**src/rtl/cd101_pkg.sv**
```systemverilog
// Shared types and constants for the synth voice envelope path.
package cd101_pkg;

  localparam int ENV_W = 8;
  localparam int ACC_W = 16;

  typedef enum logic [2:0] {
    IDLE    = 3'd0,
    ATTACK  = 3'd1,
    DECAY   = 3'd2,
    SUSTAIN = 3'd3,
    RELEASE = 3'd4
  } state_t;

  // Rate values act on acc[11:4], so a full-scale step is 1/16 of range.
  function automatic logic [ACC_W-1:0] step_ext(input logic [ENV_W-1:0] x);
    return {4'b0, x, 4'b0};
  endfunction

endpackage

```
**src/rtl/sync2.sv**
```systemverilog
// Two-flop synchronizer for single-bit level signals crossing into clk.
module sync2 (
  input  logic i_clk,
  input  logic i_rst_n,
  input  logic i_d,
  output logic o_q
);

  logic r_meta;
  logic r_q;

  always_ff @(posedge i_clk or negedge i_rst_n) begin
    if (!i_rst_n) begin
      r_meta <= 1'b0;
      r_q    <= 1'b0;
    end else begin
      r_meta <= i_d;
      r_q    <= r_meta;
    end
  end

  assign o_q = r_q;

endmodule

```
**src/rtl/adsr_env.sv**
```systemverilog
// ADSR envelope generator: prescaled tick, gate edge detect, 5-state FSM
// driving a 16-bit accumulator whose top byte is the output amplitude.
module adsr_env
  import cd101_pkg::*;
#(
  parameter int PRESCALE_W = 9
) (
  input  logic             clk,
  input  logic             arstn,
  input  logic             trig,
  input  logic             progn,
  input  logic [ENV_W-1:0] adsr_ai,
  input  logic [ENV_W-1:0] adsr_di,
  input  logic [ENV_W-1:0] adsr_s,
  input  logic [ENV_W-1:0] adsr_ri,
  output logic [ENV_W-1:0] env,
  output logic             active,
  output logic [2:0]       state
);

  logic                  w_trig_s;
  logic                  w_progn_s;
  logic                  r_trig_d;
  logic [PRESCALE_W-1:0] r_pre;
  logic [ACC_W-1:0]      r_acc;
  state_t                r_state;
  logic                  r_active;

  logic                  w_tick;
  logic                  w_rise;
  logic                  w_fall;
  logic                  w_mute;
  state_t                w_nstate;
  logic [ACC_W-1:0]      w_nacc;

  logic [ACC_W-1:0]      w_ai_ext;
  logic [ACC_W-1:0]      w_di_ext;
  logic [ACC_W-1:0]      w_ri_ext;
  logic [ACC_W-1:0]      w_s16;
  logic [ACC_W:0]        w_sum;
  logic [ACC_W:0]        w_dif;

  sync2 u_sync_trig (
    .i_clk   (clk),
    .i_rst_n (arstn),
    .i_d     (trig),
    .o_q     (w_trig_s)
  );

  sync2 u_sync_progn (
    .i_clk   (clk),
    .i_rst_n (arstn),
    .i_d     (progn),
    .o_q     (w_progn_s)
  );

  assign w_mute   = ~w_progn_s;
  assign w_tick   = &r_pre;
  assign w_rise   = w_trig_s & ~r_trig_d;
  assign w_fall   = ~w_trig_s & r_trig_d;

  assign w_ai_ext = step_ext(adsr_ai);
  assign w_di_ext = step_ext(adsr_di);
  assign w_ri_ext = step_ext(adsr_ri);
  assign w_s16    = {adsr_s, 8'h00};
  assign w_sum    = {1'b0, r_acc} + {1'b0, w_ai_ext};
  // Borrow in bit 16 means the step overshot zero, i.e. below any target.
  assign w_dif    = {1'b0, r_acc} - {1'b0, w_di_ext};

  // Edge tracking runs through mute so a gate held high across
  // programming does not look like a fresh rising edge afterwards.
  always_ff @(posedge clk or negedge arstn) begin
    if (!arstn) r_trig_d <= 1'b0;
    else        r_trig_d <= w_trig_s;
  end

  always_ff @(posedge clk or negedge arstn) begin
    if (!arstn)      r_pre <= '0;
    else if (w_mute) r_pre <= '0;
    else             r_pre <= r_pre + 1'b1;
  end

  always_ff @(posedge clk or negedge arstn) begin
    if (!arstn) begin
      r_state  <= IDLE;
      r_acc    <= '0;
      r_active <= 1'b0;
    end else if (w_mute) begin
      r_state  <= IDLE;
      r_acc    <= '0;
      r_active <= 1'b0;
    end else begin
      r_state  <= w_nstate;
      r_acc    <= w_nacc;
      r_active <= (w_nstate != IDLE);
    end
  end

  // Edges pre-empt the tick: state moves, accumulator untouched.
  always_comb begin
    w_nstate = r_state;
    w_nacc   = r_acc;
    if (w_rise) begin
      w_nstate = ATTACK;
    end else if (w_fall && (r_state == ATTACK || r_state == DECAY ||
                            r_state == SUSTAIN)) begin
      w_nstate = RELEASE;
    end else if (w_tick) begin
      case (r_state)
        ATTACK: begin
          if (adsr_ai == '0 || w_sum >= {1'b0, 16'hFFFF}) begin
            w_nacc   = 16'hFFFF;
            w_nstate = DECAY;
          end else begin
            w_nacc   = w_sum[ACC_W-1:0];
          end
        end
        DECAY: begin
          if (adsr_di == '0 || w_dif[ACC_W] || w_dif[ACC_W-1:0] <= w_s16) begin
            w_nacc   = w_s16;
            w_nstate = SUSTAIN;
          end else begin
            w_nacc   = w_dif[ACC_W-1:0];
          end
        end
        SUSTAIN: w_nacc = r_acc;
        RELEASE: begin
          if (adsr_ri == '0 || r_acc <= w_ri_ext) begin
            w_nacc   = '0;
            w_nstate = IDLE;
          end else begin
            w_nacc   = r_acc - w_ri_ext;
          end
        end
        IDLE:    w_nacc = '0;
        default: begin
          w_nacc   = '0;
          w_nstate = IDLE;
        end
      endcase
    end
  end

  assign env    = r_acc[ACC_W-1:ACC_W-ENV_W];
  assign active = r_active;
  assign state  = r_state;

endmodule

```
**config.mk**
```make
export PLATFORM = sky130hd
export DESIGN_NAME = adsr_env
export DESIGN_NICKNAME = d
export VERILOG_FILES = /design/src/rtl/cd101_pkg.sv /design/src/rtl/sync2.sv /design/src/rtl/adsr_env.sv
export SDC_FILE = /design/constraint.sdc
export NUM_CORES = 1
export LEC_CHECK = 0
export CAP_MARGIN = 20
export CORE_ASPECT_RATIO = 0.9
export CORE_UTILIZATION = 45
export DETAILED_ROUTE_END_ITERATION = 16
export GPL_ROUTABILITY_DRIVEN = 0
export GPL_TIMING_DRIVEN = 0
export PLACE_DENSITY = 0.79
export SYNTH_ARGS = -nofsm -noshare
export SYNTH_HDL_FRONTEND = slang
export SYNTH_HIERARCHICAL = 1
export SYNTH_SLANG_ARGS = --single-unit
```
**constraint.sdc**
```tcl
create_clock -name clk -period 4.1 [get_ports clk]
set_input_delay 0.41 -clock clk [delete_from_list [all_inputs] [get_ports clk]]
set_output_delay 0.41 -clock clk [all_outputs]
set_load 0.1 [all_outputs]
```
==> results <==
- The flow ran to the end, and the final reports show no timing, DRC or antenna violations.
- 0 antenna diodes ended up in the layout.
- The height of the die is 84.3 um.
- For this run, the top clock speed supported by timing is 250 MHz.
- The region available for standard cell placement spans 0.00715 sq mm.
- The worst setup slack before clock tree synthesis is -0.957 ns.
- At the worst endpoint, the required time is 4.25 ns.
- The portion of netlist area occupied by mux cells is 2.51%.
- The final-report max-slew violation count is 0.
- The multi-input combinational cells in the finished layout cover a total of 0.00252 sq mm.
- Global routing used 26.3% of the available tracks.
- The cell count after synthesis is 412.
- The synthesized net count is 485.
- In this run the number of H-tree levels came out at 2.
- The number of flip-flops and latches in the synthesized netlist is 31.
- met2 is the most crowded layer.
- Of the total synthesized cell area, the portion taken by AND, OR, NAND and NOR gates is 18.3%.
- The first global-routing pass estimated 16200 um of wire.
- For this run, the detailed router's first-pass iteration total came to 5.
- The summed instance area of the synthesized netlist is 0.00338 sq mm.
- After routing the design area is 0.00439 sq mm.
- For this run the aggregate overflow at the end of global routing stands at 0.
- In this run the core area contains 29 standard-cell rows.
- The initial antenna violation count is 0.
- TritonCTS built the clock tree.
- The via count of the first global-routing pass came to 3288.
- The predominant post-synthesis flop cell is sky130_fd_sc_hd__dfrtp_1.
- The total via count after detailed routing is 3564.
- The top cell types in the final layout, fill and taps aside, are sky130_fd_sc_hd__clkdlybuf4s50_1, sky130_fd_sc_hd__inv_1, sky130_fd_sc_hd__dfrtp_1.
- Across the whole layout, storage elements account for 776 sq um.
- The kind of critical path is reg -> reg.
- Setup violations remaining at the end of the flow were counted as 0.
- The horizontal die dimension is 93.4 um.
- Headroom to the max-slew limit came out at 33.9%.
- The number of clock sinks is 31.
- For this design the top-level I/O count stands at 48.
- By area, the combinational part of the netlist is dominated by compound AO/OA/AOI/OAI gates.
- After detailed routing, the number of remaining DRC violations is 0.
- The detailed-route vias per instance is 6.23.
- Setup repair after global routing could not meet its margin everywhere.
- The worst hold path passes through 0 cells.
- The total of warnings raised by yosys is 6.
- Leaving out fill and tap cells, the most frequent cell in the layout is sky130_fd_sc_hd__clkdlybuf4s50_1.
- After clock tree synthesis, the clock-pin slew on the worst setup and hold paths is 0.07 ns.
- The async set-or-reset flop fraction in the synthesized netlist is 100%.
- The worst hold slack after final layout is 0.349 ns.
- The depth of the worst register-to-register path is 19.
- The share of the clock period used by the worst path is 97.8%.
- The final layout contains 552 nets.
- The largest driver fanout on the critical path is 5.
- The detailed router finished its first iteration with 543 violations.
- The path category of the worst min-delay check is reg -> reg.
- The final wirelength is 10400 um.
- In the global route stage, met3 resource usage came out at 4.17%.
- In this run the tool buffered the top-level ports with 47 buffer cells.
- The worst path meets setup with 0.0922 ns of slack.
- The analysis attributes to cell leakage a power of 1.90 nW.
- The share of final-layout standard cells stronger than drive strength 1 is 16.1%.
- At the pin with the least slew margin, the transition time is 0.989 ns.
- The number of clock buffers inserted by TritonCTS is 5.
- In the final routed layout, each cell accounts on average for 18.1 um.
- The reg-to-reg setup timing slack is 0.09 ns.
- Of the synthesized area, sequential elements account for 22.9%.
- The clock passes through at most 2 buffers.
- The synthesized netlist devotes 6.99% of its cell area to XOR and XNOR gates.
- Yosys mapped a number of flops with a built-in enable equal to 0.
- The worst setup skew after layout is 0.00428 ns.
- The pin count of the biggest net entering global routing is 20.
- After filler insertion, the fill cell instance count of the layout stands at 585.
- After detailed placement, the total cell area comes to 0.00400 sq mm.
- After synthesis, the netlist uses 69 different library cells.
- Of the total synthesized cell area, the portion taken by full adders, half adders and majority gates is 14.6%.
- The number of hold violations in the final report was 0.
- The post-layout utilization of the core is 61.4%.
- Detailed placement finished with a half-perimeter wire length of 7490 um.
- Once the floorplan was initialized, standard cells occupied 47.3% of the core.
- The worst voltage drop across the vdd grid is 0.130 mV.
- Summing the areas of all compound-gate instances in the mapped netlist gives 26.2% of the synthesized area.
- For this run, global-route usage on met1 was measured as 36.8%.
- The nature of the critical path startpoint is a flop.
- Global routing consumed, on the met2 layer, 41.4% of the routing resources.
- The clock latency on the worst-skew pair is 0.29 ns.
- The die covers 0.00787 sq mm.
- The average cell area after synthesis is 8.21 sq um.
- The tool flagged a number of max-cap violations equal to 0.
- The cell sitting at the root of the clock tree is a sky130_fd_sc_hd__clkbuf_8.
- The post-detailed-route count of antenna-violating nets is 0.
- The time the worst path needs with I/O delays and setup is 4.01 ns.
- At the worst endpoint, the arrival time is 4.16 ns.
- The number of hold-repair buffers added at the cts stage is 0.
- STA classifies the critical path endpoint as a flop.
- Dividing total power by cell area gives a power density of 184 mW/mm^2.
- The final total negative setup slack is 0 ns.
- From synthesis to final layout, the design area changed by 29.7%.
[per-layer routing]
layer,wire length (um),share of wire (%)
met5,0,0
met1,4300,41
met2,4700,45
met4,396,3.8
met3,984,9.5
[per-stage QoR]
step	cells	total power, mW
6_report	572	0.806
5_1_grt	572	0.840
4_1_cts	566	0.795
3_5_place_dp	553	0.540
3_3_place_gp	552	0.531
2_1_floorplan	412	0.455
[synth_stat cells (all sizes together) (8+ instances only)]
cell,number,share of area [%]
a21o,9,2.0
a21oi,28,4.1
buf,13,2.8
dfrtp,31,23
ha,34,13
inv,38,4.2
nand2,22,2.4
nand3,15,2.2
nor2,32,3.5
nor3,8,1.2
o211ai,10,2.2
o21ai,25,3.7
xnor2,17,4.4
xor2,10,2.6
[registers in the layout (all words and copies together), names as in the netlist]
signal               cells
u_sync_progn/r_meta      1
r_trig_d                 1
u_sync_trig/r_meta       1
r_acc                   13
u_sync_trig/o_q          1
u_sync_progn/o_q         1
state                    3
active                   1
r_pre                    9
[report_power, final]
part           switching [mW]  internal, mW  total, mW
registers             0.00834         0.314      0.323
logic                   0.135        0.0994      0.234
clock network           0.117         0.132      0.249
[worst paths after layout]
| path | from | end |
|---|---|---|
| setup / recovery | r_acc[4]$_DFFE_PN0P_ | r_acc[9]$_DFFE_PN0P_ |
| hold / removal | u_sync_trig/r_meta$_DFF_PN0_ | u_sync_trig/o_q$_DFF_PN0_ |
| setup reg to reg | r_acc[4]$_DFFE_PN0P_ | r_acc[9]$_DFFE_PN0P_ |
| hold reg to reg | u_sync_trig/r_meta$_DFF_PN0_ | u_sync_trig/o_q$_DFF_PN0_ |
| max in group asynchronous | arstn | r_pre[3]$_DFF_PN0_ |
| min in group asynchronous | arstn | r_acc[9]$_DFFE_PN0P_ |
[layout make-up]
class	count	share of cell area [%]
Multi-Input combinational cell	323	57.4
Sequential cell	31	17.7
Timing Repair Buffer	60	13.6
Clock buffer	6	1.88
Buffer	19	3.31
Tap cell	93	2.65
Inverter	39	3.34
Clock inverter	1	0.114
[kinds of logic (layout without fill, tap and decap cells)]
kind of cell | Yosys count | after routing
AO/OA/AOI/OAI | 128 | 128
AND/OR/NAND/NOR | 122 | 122
buffers and inverters | 58 | 125
adder cells (fa/ha/maj) | 38 | 38
flip-flops | 31 | 31
XOR/XNOR | 27 | 27
multiplexers | 8 | 8
[critical path, stage by stage, from the launching register on]
cell and delay (ns):
sky130_fd_sc_hd__dfrtp_1 0.42, sky130_fd_sc_hd__inv_2 0.10, sky130_fd_sc_hd__ha_4 0.13, sky130_fd_sc_hd__inv_2 0.04, sky130_fd_sc_hd__fa_2 0.41, sky130_fd_sc_hd__a211oi_2 0.26
sky130_fd_sc_hd__nor2_2 0.10, sky130_fd_sc_hd__o22ai_4 0.21, sky130_fd_sc_hd__buf_6 0.15, sky130_fd_sc_hd__xnor2_2 0.12, sky130_fd_sc_hd__inv_1 0.06, sky130_fd_sc_hd__ha_1 0.27
sky130_fd_sc_hd__nand4_1 0.10, sky130_fd_sc_hd__a21o_1 0.20, sky130_fd_sc_hd__a221oi_4 0.28, sky130_fd_sc_hd__a21boi_4 0.24, sky130_fd_sc_hd__buf_6 0.15, sky130_fd_sc_hd__mux2_2 0.36
sky130_fd_sc_hd__a21oi_1 0.17, sky130_fd_sc_hd__a22oi_1 0.08
[timing repair]
item,in CTS,in global routing
setup endpoints to repair,14,14
gates resized for setup,18,26
setup buffers,5,6
pin swaps,7,15
cloned,1,0
(Power assumes the default switching activity.)
